[src/rtl/data_break_arbiter_if.sv]
// Requester-side bus of the data-break arbiter.
//   req    : per-requester transfer request (level)
//   wr     : per-requester direction, 1 = device writes memory
//   addr   : packed 15-bit addresses, requester i at [15i+14:15i]
//   wdata  : packed 12-bit write data, requester i at [12i+11:12i]
//   gnt    : one-hot, high while a requester owns the channel
//   done   : one-cycle completion pulse
//   error  : one-cycle timeout pulse
//   rdata  : word read from memory, valid with done
// master = requester side, slave = arbiter side.
interface data_break_arbiter_if #(
  parameter int unsigned NREQ = 2
);
  logic [NREQ-1:0]    req;
  logic [NREQ-1:0]    wr;
  logic [15*NREQ-1:0] addr;
  logic [12*NREQ-1:0] wdata;
  logic [NREQ-1:0]    gnt;
  logic [NREQ-1:0]    done;
  logic [NREQ-1:0]    error;
  logic [11:0]        rdata;

  modport master (
    output req, wr, addr, wdata,
    input  gnt, done, error, rdata
  );

  modport slave (
    input  req, wr, addr, wdata,
    output gnt, done, error, rdata
  );
endinterface

[src/rtl/data_break_arbiter.sv]
// Shares the CPU data-break (DMA) channel between NREQ requesters.
// Requests are granted one at a time, round-robin. The granted request's
// address, write data and direction are latched toward the CPU, data_break
// is raised, and the arbiter waits for the CPU to reach major state DB2.
// A watchdog aborts a break that has not reached DB2 after TIMEOUT cycles.
// Ports:
//   clk, reset     : clock, synchronous active-high reset
//   clear          : IOCLR, same effect as reset on arbiter state
//   state          : CPU major state
//   bus            : requester-side interface (slave modport)
//   data_break     : break request to the CPU
//   to_disk        : break direction (1 = device writes memory)
//   dmaAddr        : break address
//   dmaDOUT        : break write data
//   dmaDIN         : memory data from the CPU
module data_break_arbiter #(
  parameter int unsigned NREQ    = 2,
  parameter logic [4:0]  DB2     = 5'd0,
  parameter int unsigned TIMEOUT = 1023
) (
  input  logic                       clk,
  input  logic                       reset,
  input  logic                       clear,
  input  logic [4:0]                 state,
  data_break_arbiter_if.slave        bus,
  output logic                       data_break,
  output logic                       to_disk,
  output logic [14:0]                dmaAddr,
  output logic [11:0]                dmaDOUT,
  input  logic [11:0]                dmaDIN
);

  localparam int unsigned IW  = (NREQ > 1) ? $clog2(NREQ) : 1;
  localparam logic [9:0]  TMO = 10'(TIMEOUT);

  typedef enum logic [1:0] {
    S_IDLE,
    S_BREAK,
    S_XFER
  } fsm_t;

  fsm_t            fsm;
  logic [IW-1:0]   rr;
  logic [IW-1:0]   owner;
  logic [IW-1:0]   owner_next;
  logic [IW-1:0]   pick;
  logic            any_req;
  logic [9:0]      count;
  logic [14:0]     sel_addr;
  logic [11:0]     sel_wdata;
  logic            sel_wr;
  logic [NREQ-1:0] pick_onehot;

  // Round-robin search: first requester with req high, starting at rr and
  // wrapping modulo NREQ.
  always_comb begin
    int unsigned   idx;
    logic [IW-1:0] idx_l;
    pick    = '0;
    any_req = 1'b0;
    idx     = 0;
    idx_l   = '0;
    for (int unsigned k = 0; k < NREQ; k++) begin
      idx = int'(rr) + k;
      if (idx >= NREQ) idx = idx - NREQ;
      idx_l = IW'(idx);
      if (!any_req && bus.req[idx_l]) begin
        any_req = 1'b1;
        pick    = idx_l;
      end
    end
  end

  always_comb begin
    sel_addr    = '0;
    sel_wdata   = '0;
    sel_wr      = 1'b0;
    pick_onehot = '0;
    for (int unsigned i = 0; i < NREQ; i++) begin
      if (pick == IW'(i)) begin
        sel_addr       = bus.addr[i*15 +: 15];
        sel_wdata      = bus.wdata[i*12 +: 12];
        sel_wr         = bus.wr[i];
        pick_onehot[i] = 1'b1;
      end
    end
  end

  assign owner_next = (owner == IW'(NREQ - 1)) ? '0 : owner + 1'b1;

  always_ff @(posedge clk) begin
    if (reset || clear) begin
      fsm        <= S_IDLE;
      rr         <= '0;
      owner      <= '0;
      count      <= '0;
      bus.gnt    <= '0;
      bus.done   <= '0;
      bus.error  <= '0;
      bus.rdata  <= '0;
      data_break <= 1'b0;
      to_disk    <= 1'b0;
      dmaAddr    <= '0;
      dmaDOUT    <= '0;
    end else begin
      bus.done  <= '0;
      bus.error <= '0;
      unique case (fsm)
        S_IDLE: begin
          if (any_req) begin
            owner      <= pick;
            bus.gnt    <= pick_onehot;
            dmaAddr    <= sel_addr;
            dmaDOUT    <= sel_wdata;
            to_disk    <= sel_wr;
            data_break <= 1'b1;
            count      <= '0;
            fsm        <= S_BREAK;
          end
        end
        S_BREAK: begin
          if (count != TMO) count <= count + 1'b1;
          // DB2 takes priority over the watchdog in the same cycle.
          if (state == DB2) begin
            data_break <= 1'b0;
            fsm        <= S_XFER;
          end else if (count == TMO) begin
            data_break <= 1'b0;
            bus.gnt    <= '0;
            bus.error  <= bus.gnt;
            rr         <= owner_next;
            fsm        <= S_IDLE;
          end
        end
        S_XFER: begin
          if (!to_disk) bus.rdata <= dmaDIN;
          bus.done <= bus.gnt;
          bus.gnt  <= '0;
          to_disk  <= 1'b0;
          rr       <= owner_next;
          fsm      <= S_IDLE;
        end
        default: fsm <= S_IDLE;
      endcase
    end
  end

endmodule

[src/flat_wrapper.sv]
// flat-port wrapper written by rule: the top's interface ports become plain ports
module data_break_arbiter_flat 
#(
  parameter int unsigned NREQ    = 2,
  parameter logic [4:0]  DB2     = 5'd0,
  parameter int unsigned TIMEOUT = 1023
)
  (clk, reset, clear, state, data_break, to_disk, dmaAddr, dmaDOUT, dmaDIN, bus_req, bus_wr, bus_addr, bus_wdata, bus_gnt, bus_done, bus_error, bus_rdata);
  data_break_arbiter_if #(.NREQ(NREQ)) bus_i ();
  input  logic clk;
  input  logic reset;
  input  logic clear;
  input  logic [4:0] state;
  output logic data_break;
  output logic to_disk;
  output logic [14:0] dmaAddr;
  output logic [11:0] dmaDOUT;
  input  logic [11:0] dmaDIN;
  input wire logic [$bits(bus_i.req)-1:0] bus_req;
  input wire logic [$bits(bus_i.wr)-1:0] bus_wr;
  input wire logic [$bits(bus_i.addr)-1:0] bus_addr;
  input wire logic [$bits(bus_i.wdata)-1:0] bus_wdata;
  output wire logic [$bits(bus_i.gnt)-1:0] bus_gnt;
  output wire logic [$bits(bus_i.done)-1:0] bus_done;
  output wire logic [$bits(bus_i.error)-1:0] bus_error;
  output wire logic [$bits(bus_i.rdata)-1:0] bus_rdata;
  assign bus_i.req = bus_req;
  assign bus_i.wr = bus_wr;
  assign bus_i.addr = bus_addr;
  assign bus_i.wdata = bus_wdata;
  assign bus_gnt = bus_i.gnt;
  assign bus_done = bus_i.done;
  assign bus_error = bus_i.error;
  assign bus_rdata = bus_i.rdata;
  data_break_arbiter #(.NREQ(NREQ), .DB2(DB2), .TIMEOUT(TIMEOUT)) u_core (.clk(clk), .reset(reset), .clear(clear), .state(state), .bus(bus_i), .data_break(data_break), .to_disk(to_disk), .dmaAddr(dmaAddr), .dmaDOUT(dmaDOUT), .dmaDIN(dmaDIN));
endmodule
[config.mk]
export PLATFORM = sky130hd
export DESIGN_NAME = data_break_arbiter_flat
export DESIGN_NICKNAME = d
export VERILOG_FILES = /design/src/rtl/data_break_arbiter_if.sv /design/src/rtl/data_break_arbiter.sv /design/src/flat_wrapper.sv
export SDC_FILE = /design/constraint.sdc
export NUM_CORES = 1
export LEC_CHECK = 0
export BUFFER_PORTS_ARGS = -buffer_cell sky130_fd_sc_hd__buf_2
export CAP_MARGIN = 40
export CORE_MARGIN = 2
export CORE_UTILIZATION = 47
export DETAILED_ROUTE_END_ITERATION = 16
export PLACE_DENSITY = 0.87
export RECOVER_POWER = 25
export SYNTH_ARGS = -nofsm -noshare
export SYNTH_HDL_FRONTEND = slang
export SYNTH_SLANG_ARGS = --single-unit
[constraint.sdc]
create_clock -name clk -period 2.63 [get_ports clk]
set_clock_uncertainty 0.15 [all_clocks]
set_input_delay 0.6575 -clock clk [delete_from_list [all_inputs] [get_ports clk]]
set_output_delay 0.6575 -clock clk [all_outputs]
set_load 0.05 [all_outputs]
* Word level (Yosys, flattened, before mapping)
Index checks and enable logic that the tools add are counted.
** Cells by class
- Add/sub/neg operators :: 5
- $lt $le $gt $ge :: 4
- Eq/ne operators :: 9
- Mux-type cells :: 35
- Bitwise operators :: 4
- Reduce and logical (&&, ||, !) cells :: 19
** Operators with widths (count)
- $mux 1 :: 20
- $mux 10 :: 2
- $pmux 10 s2 :: 1
- $mux 15 :: 1
- $mux 12 :: 1
- $add 10x1->10 const B :: 1
- $eq 10x10->1 const B :: 1
- $mux 2 :: 5
- $ne 10x10->1 const B :: 1
- $reduce_and 3->1 :: 3
- $reduce_and 2->1 :: 4
- $ne 2x1->1 const B :: 3
- $pmux 1 s2 :: 3
- $pmux 2 s3 :: 1
- $reduce_bool 2->1 :: 3
- $logic_not 5->1 :: 1
- $lt 1x2->1 const B :: 2
- $not 1->1 :: 4
- $pmux 2 s2 :: 1
- $reduce_and 4->1 :: 1
- $reduce_or 4->1 :: 1
- $ne 3x1->1 const B :: 1
- $reduce_bool 3->1 :: 1
- $add 1x1->2 const B :: 1
- other kinds (12) :: 13
** Storage, ports and cells
- Bits in registers :: 61
- Input port bits :: 78
- Output and inout bits :: 47

* Logic depth before layout (Yosys ltp)
Gate-level depths: netlist of run 1.
- Depth in word-level cells :: 11
- Depth in mapped cells :: 7
- Mapped depth without buffers :: 6

* Worst setup path before layout of run 1
OpenSTA, ideal clock, no wires.
- Kind :: in2reg
- Start :: input port state[0]
- End :: register u_core.data_break
- Arrival time :: 1821 ps
- Data required time :: 2419 ps
- Setup slack :: 598 ps
- Cell stages on the path :: 4
- Cell sequence :: or4_1 -> or2_1 -> a31oi_1 -> o221a_1
** On the way
- Cells in the longest elaborated chain, start to end :: 3
- Elaborated cells between the ends (all ways) :: 5
- Those cells by class :: 1 x eq/ne; 2 x mux; 2 x reduce/logical
** Ends and longest elaborated chain
- start, declared :: line flat_wrapper.sv:13 : input logic [4:0] state;
- $logic_not 5->1 (*) :: line data_break_arbiter.sv:124 : if (state == DB2) begin
- $ne 3x1->1 (no line) or $mux 1 (tied branches)
- $reduce_and 3->1 (no line) or $pmux 1 s2 (tied branches)
- end signal, assigned :: line data_break_arbiter.sv:116 : data_break <= 1'b1;
- end signal, assigned :: line data_break_arbiter.sv:125 : data_break <= 1'b0;
- end signal, assigned :: line data_break_arbiter.sv:128 : data_break <= 1'b0;
- end, declared :: line data_break_arbiter.sv:26 : output logic data_break,
Every way passes the cells marked *; elsewhere a longest branch is shown, timed or not.
A chain may end at the register's enable or synchronous reset.

* Worst setup path after layout of run 1
- Start :: register u_core.count[0]
- End :: register u_core.bus.gnt[1]
** On the way
- Cells in the longest elaborated chain, start to end :: 3
** Ends and longest elaborated chain
- start, declared :: line data_break_arbiter.sv:48 : logic [9:0] count;
- start signal, assigned :: line data_break_arbiter.sv:122 : if (count != TMO) count <= count + 1'b1;
- $eq 10x10->1 :: line data_break_arbiter.sv:127 : end else if (count == TMO) begin
- $ne 2x1->1 (no line)
- $reduce_and 4->1 (no line)
- end signal, assigned :: line data_break_arbiter.sv:112 : bus.gnt <= pick_onehot;
- end, declared :: line data_break_arbiter_if.sv:30 : output gnt, done, error, rdata
No other way between the ends.

==> summary.txt, run 1 <==
Synth
  – Distinct cells, synth: 40
  – Top cell type's share of synthesized area: 0.440
  – Synth area leaders: dfxtp_1 (44%), mux2i_1 (11%), a211oi_1 (7.6%)
  – Largest area contributor in the netlist: dfxtp_1
  – Main flop type after synthesis: dfxtp_1
  – Mapped Nets: 393
  – Mapped cell area: 2780 um2
  – Yosys reg bits: about 60
  – Sequential area share after synthesis: 0.440
  – Syn avg cell area: 8.96 um2
  – Ys Warns: 0
  – EDFF count, synth: 0
  – Async SR Flop Fraction: 0
  – Cell count after synthesis: 310

Route
  – Drt first pass iters: 4
  – Final ANT Viol Nets: 0
  – DR WL/cell: 13.5 um
  – Starting DRT DRC Count: 64
  – Drt via density: 5.39
  – Final WL: approximately 7000 um
  – DRC viols: 0
  – Via count: 2745

Place
  – Port-buffer cells: ~120
  – Placement Setup Slack: between 0.4 and 0.5 ns
  – Routability cong.: 0.903
  – DP HPWL: 5200 um
  – Dpl cell area: 3490 um2

Clocking
  – TritonCTS clock tree: built
  – Postcts setup bufs: 0
  – Clock Path Buffers: 2
  – Clock-pin slew on the worst setup and hold paths: 0.07 ns
  – H-tree depth: 3
  – Hold_buf cts: 0
  – PostCTS Resize Cnt: 0
  – Clock Sinks: slightly above 60
  – Root Driver: clkbuf_8
  – CTS buffer count: 9
  – Clock Latency Late Sink: 0.33 ns

STA
  – Final hold slack: 0.305 ns
  – # setup viols final: 0
  – Tmin final: 2.17 ns
  – Measured slew at the worst slew-check pin: around 1.1 ns
  – Slew HR: 0.282
  – Highest Clock Rate: 461 MHz
  – Max-slew violation count: 0
  – Setup TNS: 0 ns
  – Endpoints failing hold: 0
  – RSZ-0062 raised after global routing: no
  – Worst setup margin: 0.461 ns
  – Crit share post-route: 0.825

Cells and area
  – Final core occ: 0.656
  – Design area: 3680 um2
  – Area Overhead vs Synth: 32.5%
  – Share of cells above drive strength 1: 0.288
  – Most common cell after layout, fill and taps aside: buf_2
  – Diodes inserted: 0
  – Commonest non-fill, non-tap cells in the layout: buf_2 (99), dfxtp_1 (61), nand2_1 (36)
  – Nets: 515

Power
  – Int Power: approximately 0.0017 W
  – Leakage: between 1.5 and 2 nW
  – Cell Pwr Density: 619 nW/um2
  – Sequential group share of total power: 0.428
  – Clk pwr share: 0.406
  – Net load switching power: 0.000605 W
  – Comb power frac: 0.166
  – Worst vdd ir: 426 uV
  – Switching share of power: 0.266

Die
  – Die footprint: 6540 um2
  – I/O Pins: 125
  – Initial Util: 0.495
  – Row count: 27
  – Chip height: 80.9 um
  – Core area: between 5000 and 6000 um2
  – DIE WIDTH: between 80 and 90 um

Job
  – Max Cap Viol: 0

GRT
  – Initial antenna violation count: 0
  – Global route overflow: 0
  – First-pass GRT wire length: 10900 um
  – Vias in the first global route: around 2500
  – Largest net degree at the start of global routing: 32
  – GRT Resource Usage Total: 0.212

Worst setup path
  – CP Cell Sequence: ha_1 -> nand3_2 -> or3_1 -> o41ai_4 -> mux2i_1
  – FF-to-FF setup slack: 0.46 ns
  – CP top delay family: simple AND/OR/NAND/NOR gates
  – CP Buf/Inv Count: 0
  – CP Capture Type: register
  – Critical Path AT: 2.28 ns
  – Cells on worst reg2reg path: 5
  – Crit path largest cell delay: between 0.5 and 0.6 ns
  – Critical Path RT: roughly 2.7 ns
  – Critical path launch point type: register
  – Crit Reg-Reg Endpoint: u_core.bus.gnt[1]
  – CP max FO: 7
  – Critical path type: register to register
  – Slowest stage cell on the critical path: or3_1
  – Worst r2r src: u_core.count[0]

Worst hold path
  – Hold Crit Start: u_core.bus.rdata[11]
  – Hold Path Class: register to register
  – Hold endpoint: u_core.bus.rdata[11]
  – Number of cells on the worst hold path: 2

Outcome
  – Outcome: finished, final reports clean
[per-stage QoR]
step                      power [W]  cells
after detailed placement    0.00138    493
final                       0.00228    509
after global routing        0.00238    509
after CTS                   0.00231    509
after floorplan             0.00125    310
after global placement      0.00137    493
[how the worst max path moves through the flow]
stage	slack, ns	to	depth (start not counted)	startpoint
global route	0.35	u_core.bus.gnt[1]	5	u_core.count[1]
finish	0.46	u_core.bus.gnt[1]	5	u_core.count[0]
detailed placement	0.42	u_core.count[3]	5	bus_req[1]
floorplan	0.60	u_core.data_break	4	state[0]
global placement	0.45	u_core.count[9]	5	bus_req[1]
CTS	0.46	u_core.bus.gnt[1]	5	u_core.count[0]
[power by group through the flow]
stage	sequential [W]	combinational, W	clock (W)
floorplan	0.00109	0.000156	0
global placement	0.000992	0.000375	0
detailed placement	0.000993	0.000383	0
CTS	0.000973	0.000384	0.000950
global route	0.000977	0.000410	0.000993
finish	0.000973	0.000378	0.000925
[worst min-delay path, stage by stage, from the launching register on]
cell and delay (ns):
dfxtp_1 0.31, nand2_1 0.05, a21oi_1 0.05
[area by class of cell]
class                           instances  area (um2)
Clock buffer                           12         155
Clock inverter                          4        70.1
Fill cell                             491        1930
Inverter                                4        15.0
Multi-Input combinational cell        224        1470
Sequential cell                        61        1220
Tap cell                               72        90.1
Timing Repair Buffer                  132         658
[synthesized netlist by cell type, types with 4 or more instances]
cell type / n
dfxtp_1: 61
nand2_1: 36
nor2_1: 35
mux2i_1: 31
a211oi_1: 28
a21oi_1: 21
clkbuf_1: 13
and3_1: 6
ha_1: 5
nor3b_1: 5
o211ai_1: 5
a32o_1: 4
buf_1: 4
buf_2: 4
o21ai_0: 4
or3_1: 4
[state kept, by name, indices dropped and copies added, names as in the netlist]
name / cells
u_core.bus.done: 2
u_core.bus.error: 2
u_core.bus.gnt: 2
u_core.bus.rdata: 12
u_core.count: 10
u_core.data_break: 1
u_core.dmaAddr: 15
u_core.dmaDOUT: 12
u_core.fsm: 2
u_core.owner: 1
u_core.rr: 1
u_core.to_disk: 1
[per-layer routing]
metal  share of wire  track usage
met1            0.41        0.245
met2            0.49        0.357
met3           0.080       0.0589
met4           0.020        0.112
met5               0            0
[kinds of logic after synthesis]
group,Yosys count,share of synthesized area
muxes,31,0.112
adders and majority gates,5,0.0225
AOI/OAI and AO/OA,77,0.197
buffers and inverters,25,0.0356
DFF,61,0.440
and+or+nand+nor,111,0.193
Note: power is estimated with default switching activity, not from simulation.
==> run 2: changes to the inputs <==
--- a/config.mk
+++ b/config.mk
@@ -5,10 +5,11 @@
 export SDC_FILE = /design/constraint.sdc
 export NUM_CORES = 1
 export LEC_CHECK = 0
+export ABC_AREA = 1
 export BUFFER_PORTS_ARGS = -buffer_cell sky130_fd_sc_hd__buf_2
 export CAP_MARGIN = 40
 export CORE_MARGIN = 2
-export CORE_UTILIZATION = 47
+export CORE_UTILIZATION = 48
 export DETAILED_ROUTE_END_ITERATION = 16
 export PLACE_DENSITY = 0.87
 export RECOVER_POWER = 25
==> constraint.sdc (replaced) <==
create_clock -name clk -period 2.3 [get_ports clk]
set_clock_uncertainty 0.15 [all_clocks]
set_input_delay 0.575 -clock clk [delete_from_list [all_inputs] [get_ports clk]]
set_output_delay 0.575 -clock clk [all_outputs]
set_load 0.05 [all_outputs]
==> run 2 against run 1 <==
Against the previous run:
- wire length up 8.1%
- total power is 4.6% higher
- die area up 3.3%
- sequential power grew 14%
- maximum frequency grew 7.3%
- synthesized cell count increased by 31%
- sequential share of layout area decreased by 0.43 points
- hold slack gained 0.0096 ns
- area after synthesis rose by 5.6%
- non-clock buffer count fell by 2
- core utilization decreased by 2.6 points
- clock power shrank 8.6%
- critical endpoint is now u_core.bus.rdata[11]
- highest routed layer unchanged
==> summary.txt, run 2 <==
Cells and area
  – Area Overhead vs Synth: 27.1%
  – Most flops, register: u_core.dmaAddr
  – Regs by FF count: u_core.dmaAddr: 15 flops, u_core.bus.rdata: 12 flops, u_core.dmaDOUT: 12 flops
  – Commonest non-fill, non-tap cells in the layout: buf_2 (100), nand2_1 (97), dfxtp_1 (61)
  – Nets: 610 (+18%)
  – Fillers: 551 (+12%)
  – Max FFs per register: 15 (unchanged)
  – Most common cell after layout, fill and taps aside: buf_2
  – Share of cells above drive strength 1: 0.265 (-0.0233)
  – Diodes inserted: 0 (unchanged)

STA
  – Max-slew violation count: 0 (unchanged)
  – RSZ-0062 raised after global routing: no
  – Tmin final: 2.02 ns (-0.148 ns)
  – Highest Clock Rate: 495 MHz (+7.3%)
  – Measured slew at the worst slew-check pin: 0.656 ns (-0.420 ns)
  – Endpoints failing hold: 0 (unchanged)
  – Crit share post-route: 0.879 (+0.0541)
  – Setup TNS: 0 ns (unchanged)
  – # setup viols final: 0 (unchanged)
  – Slew HR: 0.561 (+0.278)

Route
  – Met2 Wirelength: 3700 um (+9.9%)
  – Via count: 3039 (+11%)
  – DR WL/cell: 12.3 um (-9.3%)
  – Routed wl met3: 411 um (-25%)
  – Final ANT Viol Nets: 0 (unchanged)
  – Drt first pass iters: 4 (unchanged)
  – Drt via density: 5.01 (-7.2%)
  – Starting DRT DRC Count: 164 (+160%)
  – Final WL: 7450 um (+8.1%)
  – Max Used Layer: met4
  – DRC viols: 0 (unchanged)
  – WL met1: 3160 um (+11%)

Clocking
  – TritonCTS clock tree: built
  – Postcts setup bufs: 0 (unchanged)
  – H-tree depth: 3 (unchanged)
  – Hold_buf cts: 0 (unchanged)
  – Clock-pin slew on the worst setup and hold paths: 0.07 ns (about the same)
  – Clock Path Buffers: 2 (unchanged)
  – CTS buffer count: 9 (unchanged)
  – Clock Sinks: 61 (unchanged)
  – PostCTS Resize Cnt: 0 (unchanged)
  – Clock Latency Late Sink: 0.33 ns (about the same)
  – Root Driver: clkbuf_8

Worst setup path
  – Critical Path AT: 2.10 ns (-0.18 ns)
  – Critical path type: register to register
  – Critical path launch point type: register
  – CP max FO: 13 (+6)
  – Critical Path RT: 2.38 ns (-0.36 ns)
  – CP Capture Type: register

Die
  – Core area: 5920 um2 (+5.6%)
  – I/O Pins: 125 (unchanged)
  – Die footprint: 6750 um2 (+3.3%)
  – Chip height: 82.2 um (+1.6%)
  – Initial Util: 0.496 (about the same)
  – DIE WIDTH: 82.2 um (+1.6%)
  – Row count: 28 (+3.7%)

Synth
  – Top cell type's share of synthesized area: 0.416 (-0.0234)
  – Synth cell count leaders: nand2_1 (97), dfxtp_1 (61), nor2_1 (53)
  – Cell count after synthesis: 406 (+31%)
  – Sequential area share after synthesis: 0.416 (-0.0234)
  – Distinct cells, synth: 32 (-20%)
  – Syn avg cell area: 7.23 um2 (-19%)
  – Most frequent cell after synthesis: nand2_1
  – Largest area contributor in the netlist: dfxtp_1
  – Async SR Flop Fraction: 0 (unchanged)
  – Mapped Nets: 489 (+24%)
  – Mapped cell area: 2930 um2 (+5.6%)
  – Synth area leaders: dfxtp_1 (42%), nand2_1 (12%), o211ai_1 (6.9%)
  – Ys Warns: 0 (unchanged)
  – Yosys reg bits: 61 (unchanged)
  – Main flop type after synthesis: dfxtp_1
  – EDFF count, synth: 0 (unchanged)

GRT
  – Global route overflow: 0 (unchanged)
  – First-pass GRT wire length: 11900 um (+9.2%)
  – Initial antenna violation count: 0 (unchanged)
  – GRT Resource Usage Total: 0.228 (+0.0160)
  – Largest net degree at the start of global routing: 59 (+84%)
  – Vias in the first global route: 2710 (+9.0%)

Power
  – Leakage: 1.95 nW (+14%)
  – Pwr Total: 0.00238 W (+4.6%)
  – Cell Pwr Density: 639 nW/um2 (+3.2%)
  – Worst vdd ir: 370 uV (-13%)

Outcome
  – Outcome: finished, final reports clean

Place
  – DP HPWL: 5500 um (+5.6%)
  – Port-buffer cells: 124 (unchanged)
  – Routability cong.: 0.863 (-4.4%)

Job
  – Max Cap Viol: 0 (unchanged)

Worst hold path
  – Hold Path Class: input pin to register
==> run 2: stage by stage <==
| stage | worst slack [ns] | hold WS (ns) | area [um2] | cells | utilization |
|---|---|---|---|---|---|
| finish | 0.279 | 0.315 | 3730 | 607 | 0.630 |
| global route | 0.0141 | 0.317 | 3730 | 607 | 0.630 |
| CTS | 0.275 | 0.305 | 3770 | 607 | 0.636 |
| detailed placement | 0.281 | 0.310 | 3590 | 591 | 0.606 |
| global placement | 0.408 | 0.307 | 3590 | 591 | 0.606 |
| floorplan | 0.704 | 0.295 | 2930 | 406 | - |
==> run 2: final cells by class <==
cell class	instances	area (um2)	area share
clock buffers	12	155	0.0416
clock inverters	4	22.5	0.00604
inverters	54	203	0.0544
multi-input cells	271	1390	0.371
flip-flops and latches	61	1220	0.328
well taps	75	93.8	0.0252
repair buffers	130	648	0.174
==> run 2: worst max-delay path, cell delays in order (launching register included) <==
cell and delay [ns]:
dfxtp_1 0.34, inv_1 0.09, ha_1 0.15, inv_1 0.07
nor2_1 0.51, inv_1 0.35, nor2_1 0.18, nor2_1 0.06
==> run 2: report_power, final <==
part / leakage, nW / switching (W) / total (W) / internal, W
sequential: 0.496 / 0.0000191 / 0.00111 / 0.00109
clock: 0.0921 / 0.000401 / 0.000845 / 0.000444
combinational: 1.36 / 0.000288 / 0.000425 / 0.000137
==> run 2: routing by layer <==
| layer | global-route usage | up-vias |
|---|---|---|
| li1 | - | 1547 |
| met1 | 0.269 | 1376 |
| met2 | 0.397 | 100 |
| met3 | 0.0370 | 16 |
| met4 | 0.118 | 0 |
| met5 | 0 | - |
==> run 2: cells by family (layout without fill, tap and decap cells) <==
family	count (synthesis)	count (layout)	synth area share
AO/OA/AOI/OAI	60	60	0.134
adder cells (fa/ha/maj)	5	5	0.0213
buffers and inverters	74	200	0.112
XOR/XNOR	3	3	0.00896
flip-flops	61	61	0.416
AND/OR/NAND/NOR	203	203	0.307
==> run 2: final timing paths <==
path / from / to / slack, ns / depth (start not counted)
setup / recovery: u_core.fsm[0] / u_core.bus.rdata[11] / 0.28 / 7
hold / removal: dmaDIN[3] / u_core.bus.rdata[3] / 0.31 / 3
setup reg to reg: u_core.fsm[0] / u_core.bus.rdata[11] / 0.28 / 7
hold reg to reg: u_core.owner / u_core.owner / 0.31 / 2
==> run 3: changes to the inputs <==
==> constraint.sdc (replaced) <==
create_clock -name clk -period 2.2 [get_ports clk]
set_clock_uncertainty 0.15 [all_clocks]
set_input_delay 0.55 -clock clk [delete_from_list [all_inputs] [get_ports clk]]
set_output_delay 0.55 -clock clk [all_outputs]
set_load 0.05 [all_outputs]
==> run 3 against run 2 <==
Against the previous run:
- combinational power increased by 4%
- critical endpoint is now dmaDOUT[5]
- critical path depth fell by 6
- cell area is 0.47% higher
- sequential cell count unchanged
- first-iteration DRC count is 7.3% lower
- clock power grew 17%
- core utilization up 0.30 points
- non-clock buffer count unchanged
- sequential power is 5% higher
- clock-buffer cell count decreased by 1
- final cell count shrank 0.16%
==> summary.txt, run 3 (synthesis gave the netlist of run 2 again) <==
Route
  – Drt first pass iters: 4 (unchanged)
  – Via count: 3000 (-1.3%)
  – Final ANT Viol Nets: 0 (unchanged)
  – DRC viols: 0 (unchanged)
  – Final WL: 7340 um (-1.4%)
  – Starting DRT DRC Count: 152 (-7.3%)
  – Drt via density: 4.95 (-1.1%)
  – DR WL/cell: 12.1 um (-1.3%)

Worst setup path
  – Critical path launch point type: register
  – WP depth: 1 (-6)
  – Cells on worst reg2reg path: 8 (+1)
  – Critical Path AT: 1.14 ns (-0.96 ns)
  – Slowest stage cell on the critical path: clkbuf_1
  – Critical Path RT: 1.50 ns (-0.88 ns)
  – Critical path type: register to primary output
  – CP top delay family: buffers and inverters
  – CP Buf/Inv Count: 1 (-2)
  – CP max FO: 2 (-11)
  – Crit path largest cell delay: 0.49 ns (-0.02 ns)
  – CP Cell Sequence: clkbuf_1
  – CP Capture Type: primary output

Cells and area
  – Commonest non-fill, non-tap cells in the layout: buf_2 (99), nand2_1 (97), dfxtp_1 (61)
  – Area Overhead vs Synth: 27.7%
  – Nets: 610 (unchanged)
  – Most common cell after layout, fill and taps aside: buf_2
  – Regs by FF count: u_core.dmaAddr: 15 flops, u_core.bus.rdata: 12 flops, u_core.dmaDOUT: 12 flops
  – Most flops, register: u_core.dmaAddr
  – Fillers: 527 (-4.4%)
  – Max FFs per register: 15 (unchanged)
  – Share of cells above drive strength 1: 0.267 (+0.00238)
  – Design area: 3750 um2 (+0.47%)
  – Diodes inserted: 0 (unchanged)
  – Final cell count without fillers: 606 (-0.16%)

Place
  – Routability cong.: 0.856 (-0.90%)
  – Dpl cell area: 3580 um2 (-0.35%)
  – Port-buffer cells: 124 (unchanged)
  – DP HPWL: 5390 um (-1.9%)
  – Placed Cells: 591 (unchanged)
  – Placement Setup Slack: 0.137 ns (-0.144 ns)

STA
  – Endpoints failing hold: 0 (unchanged)
  – Highest Clock Rate: 542 MHz
  – Slew HR: 0.587 (+0.0263)
  – Setup TNS: 0 ns (unchanged)
  – Measured slew at the worst slew-check pin: 0.622 ns (-0.0343 ns)
  – Worst setup margin: 0.355 ns (+0.0761 ns)
  – Crit share post-route: 0.839
  – RSZ-0062 raised after global routing: no
  – # setup viols final: 0 (unchanged)
  – Max-slew violation count: 0 (unchanged)
  – Tmin final: roughly 1.8 ns

Die
  – DIE WIDTH: 82.2 um (unchanged)
  – Chip height: 82.2 um (unchanged)
  – Core area: 5920 um2 (unchanged)
  – Initial Util: 0.496 (unchanged)
  – I/O Pins: 125 (unchanged)
  – Row count: 28 (unchanged)
  – Die footprint: 6750 um2 (unchanged)

Power
  – Cell Pwr Density: 691 nW/um2 (+8.3%)
  – Leakage: 1.95 nW (about the same)
  – Worst vdd ir: 369 uV (-0.35%)

Clocking
  – CTS buffer count: 9 (unchanged)
  – Clock Path Buffers: 2 (unchanged)
  – Clock Sinks: 61 (unchanged)
  – Hold_buf cts: 0 (unchanged)
  – TritonCTS clock tree: built
  – Root Driver: clkbuf_8
  – Clock-pin slew on the worst setup and hold paths: 0.07 ns (about the same)
  – Clock Latency Late Sink: 0.32 ns (about the same)
  – H-tree depth: 3 (unchanged)

Job
  – Max Cap Viol: 0 (unchanged)

GRT
  – GRT Resource Usage Total: 0.230 (+0.00187)
  – Global route overflow: 0 (unchanged)
  – Initial antenna violation count: 0 (unchanged)
  – Vias in the first global route: 2859 (+5.5%)
  – Largest net degree at the start of global routing: 36 (-39%)
  – First-pass GRT wire length: 12100 um (+2.1%)

Worst hold path
  – Hold Path Class: input pin to register
  – Number of cells on the worst hold path: 3 (unchanged)

Outcome
  – Outcome: finished, final reports clean
==> run 3: layer usage <==
layer	GRT usage	up-vias	wire, um
li1	-	1535	-
met1	0.267	1357	3090
met2	0.404	93	3660
met3	0.0380	15	423
met4	0.120	0	161
met5	0	-	0
==> run 3: report_power, final <==
group	internal (W)	switching, W
Combinational	0.000141	0.000301
Sequential	0.00114	0.0000200
Clock	0.000575	0.000412
Total	0.00186	0.000733
==> run 3: final timing paths <==
path | from | to | slack [ns]
max | u_core.dmaDOUT[5] | dmaDOUT[5] | 0.36
min | dmaDIN[8] | u_core.bus.rdata[8] | 0.30
max reg2reg | u_core.fsm[1] | u_core.count[5] | 0.37
min reg2reg | u_core.count[6] | u_core.count[6] | 0.34
==> run 3: final cells by class <==
cell class / instances / area, um2 / share of cell area
clock buffer: 11 / 151 / 0.0404
clock inverter: 4 / 47.5 / 0.0127
inverter: 54 / 203 / 0.0541
multi-input combinational: 271 / 1400 / 0.372
sequential: 61 / 1220 / 0.326
tap: 75 / 93.8 / 0.0251
timing repair buffer: 130 / 634 / 0.169
==> run 3: per-stage QoR <==
stage / hold WS, ns / utilization / total power [W]
2_1_floorplan: 0.295 / - / 0.00150
3_3_place_gp: 0.306 / 0.604 / 0.00162
3_5_place_dp: 0.327 / 0.604 / 0.00163
4_1_cts: 0.288 / 0.638 / 0.00261
5_1_grt: 0.301 / 0.633 / 0.00270
6_report: 0.303 / 0.633 / 0.00259
==> run 3: timing repair <==
| item | in CTS | in global routing |
|---|---|---|
| endpoints found under the setup margin | 0 | 12 |
| gates resized for setup | 0 | 1 |
| buffers inserted | 0 | 0 |
